<file path="src/rtl/bet_collector.sv">
// Bet table between the PS/2 key path and the regfile bet inputs.
// Filters break codes, validates chips, fills slots in order and locks during a spin.
//
// state   | meaning
// --------+----------------------------------------------
// EMPTY   | no bets stored
// COLLECT | 0 < bet_count < MAX_BETS, accepting bets
// FULL    | bet_count == MAX_BETS, bets refused
// SPIN    | table locked until spin_done
module bet_collector #(
    parameter int          MAX_BETS   = 12,
    parameter logic [5:0]  SPIN_OPC   = 6'b111110,
    parameter logic [5:0]  CLEAR_OPC  = 6'b111111,
    parameter logic [7:0]  BREAK_CODE = 8'hF0
) (
    input  logic                  clock,
    input  logic                  reset,
    input  logic                  key_valid,
    input  logic [7:0]            key_code,
    input  logic [5:0]            bet_opcode,
    input  logic [2:0]            chip_color,
    input  logic                  spin_done,
    output logic [8*MAX_BETS-1:0] bets,
    output logic [4:0]            bet_count,
    output logic                  table_full,
    output logic                  spin_check,
    output logic                  bet_accept,
    output logic                  bet_reject
);

    typedef enum logic [1:0] {
        EMPTY   = 2'd0,
        COLLECT = 2'd1,
        FULL    = 2'd2,
        SPIN    = 2'd3
    } state_t;

    state_t                  state, state_n;
    logic                    skip, skip_n;
    logic [8*MAX_BETS-1:0]   bets_n;
    logic [4:0]              count_n;
    logic                    accept_n, reject_n;
    logic                    key_event;

    always_ff @(posedge clock) begin
        if (!reset) begin
            state      <= EMPTY;
            skip       <= 1'b0;
            bets       <= '0;
            bet_count  <= '0;
            table_full <= 1'b0;
            spin_check <= 1'b0;
            bet_accept <= 1'b0;
            bet_reject <= 1'b0;
        end else begin
            state      <= state_n;
            skip       <= skip_n;
            bets       <= bets_n;
            bet_count  <= count_n;
            table_full <= (count_n == 5'(MAX_BETS));
            spin_check <= (state_n == SPIN);
            bet_accept <= accept_n;
            bet_reject <= reject_n;
        end
    end

    // The byte following a break prefix is the release of a key and is dropped.
    always_comb begin
        skip_n    = skip;
        key_event = 1'b0;
        if (key_valid) begin
            if (skip)
                skip_n = 1'b0;
            else if (key_code == BREAK_CODE)
                skip_n = 1'b1;
            else
                key_event = 1'b1;
        end
    end

    always_comb begin
        state_n  = state;
        bets_n   = bets;
        count_n  = bet_count;
        accept_n = 1'b0;
        reject_n = 1'b0;
        case (state)
            SPIN: begin
                if (spin_done) begin
                    state_n = EMPTY;
                    bets_n  = '0;
                    count_n = '0;
                end
            end
            default: begin
                if (key_event) begin
                    if (bet_opcode == CLEAR_OPC) begin
                        state_n = EMPTY;
                        bets_n  = '0;
                        count_n = '0;
                    end else if (bet_opcode == SPIN_OPC) begin
                        if (bet_count != 5'd0)
                            state_n = SPIN;
                        else
                            reject_n = 1'b1;
                    end else if (chip_color == 3'b000 || state == FULL) begin
                        reject_n = 1'b1;
                    end else begin
                        // Slots fill in order; bet_count is the next free slot.
                        for (int i = 0; i < MAX_BETS; i++) begin
                            if (bet_count == 5'(i))
                                bets_n[8*i +: 8] = {chip_color[1:0], bet_opcode};
                        end
                        count_n  = bet_count + 5'd1;
                        accept_n = 1'b1;
                        state_n  = (count_n == 5'(MAX_BETS)) ? FULL : COLLECT;
                    end
                end
            end
        endcase
    end

endmodule

</file>
<file path="config.mk">
export PLATFORM = sky130hd
export DESIGN_NAME = bet_collector
export DESIGN_NICKNAME = d
export VERILOG_FILES = /design/src/rtl/bet_collector.sv
export SDC_FILE = /design/constraint.sdc
export NUM_CORES = 1
export LEC_CHECK = 0
export CAP_MARGIN = 20
export CORE_ASPECT_RATIO = 0.8
export CORE_MARGIN = 1.5
export CORE_UTILIZATION = 48
export CTS_CLUSTER_DIAMETER = 100
export CTS_CLUSTER_SIZE = 24
export DETAILED_ROUTE_END_ITERATION = 16
export PLACE_DENSITY = 0.8
export SETUP_SLACK_MARGIN = 0.2
export SLEW_MARGIN = 20
export SYNTH_ARGS = -nofsm -noshare
export SYNTH_HDL_FRONTEND = slang
export SYNTH_SLANG_ARGS = --single-unit
</file>
<file path="constraint.sdc">
create_clock -name clock -period 2.65 [get_ports clock]
set_input_delay 0.795 -clock clock [delete_from_list [all_inputs] [get_ports clock]]
set_output_delay 0.795 -clock clock [all_outputs]
set_load 0.005 [all_outputs]
</file>
==> results.yml <==
layout:
  synthToLayoutAreaGrowth_pct: 52.06
  layout.nets: 636
  ff_latch_area_mm2: 0.002162
  final.fill_count: 652
  stdcell_area_mm2: 0.006758
  final_cells: 731
  multiInputGateArea_mm2: 0.002228
  drive_gt1_frac: 0.1542
  final_cell_mix: "clkdlybuf4s50_1 (123), nand2_1 (116), dfxtp_1 (108), mux2i_1 (96), buf_4 (26)"
  n_antenna_cell: 0
  final_common_cell: "clkdlybuf4s50_1"
synth:
  syn_nets: 478
  synth-seq-cells: 108
  synth_flop_cell: "dfxtp_1"
  yosys.area.top_type: "dfxtp_1"
  ys_async_sr_fraction: 0
  ys.warnings.count: 0
  ys_seq_area_frac: 0.4865
  synth_area_leaders: "dfxtp_1 (49%), mux2i_1 (22%), nand2_1 (9.8%)"
  synth_edf_count: 0
  syn_area_mm2: 0.004444
  synth_cell_types: 51
  synth_cells: 453
  avgSynthCellArea_um2: 9.811
  synth_top_area_frac: 0.4865
timing:
  fin_skew_ns: 0.01322
  fin_ws_ns: 0.2035
  drv_slew: 0
  tightest_slew_ns: 0.4481
  final_hold_viol_count: 0
  whs_ns: 0.4597
  timing.final.crit_share: 0.9232
  fin_crit_ns: 2.447
  clock.fmax_ghz: 0.4087
  rsz0062_at_grt: "yes"
  setup_viol: 0
  relSlewSlack: 0.7012
power_and_ir_drop:
  clockPowerShare: 0.372
  intPower_mw: 2.667
  leakage_nw: 2.609
  swShare: 0.2587
  p_switching_mw: 0.9311
  power_density_mw_per_mm2: 532.5
  ir_worst_vdd_v: 0.0002762
  p_comb_frac: 0.153
  pwr-share-seq: 0.475
worst_setup_path:
  startpoint: "bet_opcode[0]"
  cp-start-kind: "primary input"
  reg2reg_depth: 8
  slowest_stage: "clkdlybuf4s50_1"
  crit_arrival_ns: 2.70
  path_max_fanout: 4
  crit_chain: "clkdlybuf4s50_1 -> nor2b_2 -> buf_4 -> a211oi_2 -> buf_4 -> nand3_1 -> or2_0 -> mux2_4 -> nor4_4"
  rrSetupSlack_ns: 0.52
  worst_path_most_repeated_cell: "buf_4"
  crit-reg2reg-launch: "bet_count[0]"
  worst-endpoint-required_ns: 2.91
  path_class: "in2reg"
  endpoint_kind: "flop"
  timing.rr.end: "spin_check"
  critPathMaxStageDelay_ns: 0.49
drt:
  dr_wl_met2_mm: 5.925
  vias: 3874
  vias_per_cell: 5.300
  wire_per_inst_um: 17.40
  routed.top_layer: "met4"
  wl_mm: 12.72
  ant_nets: 0
  wl_met3_um: 885
  dr.pass1.iters: 4
  route.detailed.drc: 0
  drt-initial-drc-count: 215
  wl_met1_mm: 5.810
placement:
  hpwlAfterDp_mm: 8.612
  place_worst_setup_slack_ns: -0.2660
  place_inst: 709
  portBuffers: 125
  routabilityCongestion: 0.9820
  dpl_cell_area_mm2: 0.006266
cts:
  clkLatencyLatePin_ns: 0.34
  htree_levels: 3
  path_clk_slew_ns: 0.07
  cts_sinks: 108
  clockBufferDepth: 2
  cts_root_buf: "clkbuf_16"
  cts_tree: "built"
  numCtsBuffers: 9
  holdBufCountCts: 0
hold_path:
  holdCritStartpoint: "bets[54]"
  worstHoldPathCells: 2
  holdCritPathClass: "reg2reg"
  min_to: "bets[54]"
global_routing:
  grt_max_degree: 109
  grt_pass1_wl_mm: 19.43
  grtUsageTotal: 0.2498
  grt_overflow: 0
  grt_pass1_vias: 3829
  antenna_found_initial: 0
floorplanning:
  core_mm2: 0.009037
  num_io_pins: 126
  num_rows: 31
  start_util: 0.4918
  die_y_um: 89.07
  die_x_um: 110.6
  dieArea_mm2: 0.009849
run:
  maxCapViolCount: 0
run_status:
  outcome: "completed"
[repair_timing]
action,4_1_cts,5_1_grt
endpoints found under the setup margin,48,80
pin swaps,6,6
setup buffers,4,2
gates resized for setup,9,7
[power groups by stage]
| stage | Sequential, mW | Clock, mW | Combinational [mW] |
|---|---|---|---|
| final | 1.71 | 1.34 | 0.550 |
| after CTS | 1.71 | 1.36 | 0.539 |
| after floorplan | 1.75 | 0 | 0.224 |
| after detailed placement | 1.75 | 0 | 0.515 |
| after global placement | 1.75 | 0 | 0.510 |
| after global routing | 1.72 | 1.42 | 0.583 |
[worst max-delay path, delay by kind of cell]
kind	cells	cell delay (ns)
and+or+nand+nor	4	0.59
buffers and inverters	3	0.80
muxes	1	0.29
AOI/OAI and AO/OA	1	0.22
[synth_stat cells, types with 2 or more instances]
cell and number:
nand4bb_1 2, dfxtp_1 108, nor2_2 2, a21boi_0 2
a21oi_1 13, and4_1 2, buf_2 2, inv_1 2
o32ai_1 2, buf_6 2, or2_0 2, o21ai_0 3
o21ai_2 2, nand2b_1 3, nor2_1 12, or4_1 2
nand3_1 4, and3_1 2, ha_1 4, a21o_1 2
mux2_2 2, nor2_4 5, and2_1 6, clkbuf_1 22
nand2_1 116, mux2i_1 97, nor2b_1 8
[metal layers]
metal | vias to the layer above | global-route usage
met1 | 1869 | 0.3208
met3 | 10 | 0.07458
met2 | 144 | 0.4192
met5 | - | 0
li1 | 1851 | -
met4 | 0 | 0.06410
[per-stage QoR]
stage               utilization  total power [mW]  TNS, ns
floorplan                     -             1.970        0
global placement         0.6933             2.257   -8.891
detailed placement       0.6933             2.263   -13.45
CTS                      0.7390             3.607        0
global route             0.7478             3.724        0
finish                   0.7478             3.598        0
[sequential cells by signal (all words and copies together), names as in the netlist]
name,flops
bet_accept,1
bet_count,5
bet_reject,1
bets,96
skip,1
spin_check,1
state,2
table_full,1
[worst max-delay path by stage]
stage / endpoint / slack, ns / depth (start not counted)
after floorplan: bets[16] / 0.43 / 8
after global placement: bets[84] / -0.18 / 8
after detailed placement: bets[87] / -0.27 / 8
after CTS: table_full / 0.20 / 7
after global routing: table_full / 0.16 / 9
final: table_full / 0.20 / 9
[cell type report]
cell class,count,area share
Clock buffer,10,0.03536
Tap cell,115,0.02129
Clock inverter,6,0.008517
Timing Repair Buffer,174,0.2840
Inverter,2,0.001111
Multi-Input combinational cell,316,0.3298
Sequential cell,108,0.3199
[cells by family after synthesis]
kind of cell,synth area share
flops,0.4865
compound gates,0.05546
simple gates,0.1940
buf+inv,0.02928
fa+ha+maj,0.01126
mux,0.2235
Note: power is estimated with default switching activity, not from simulation.
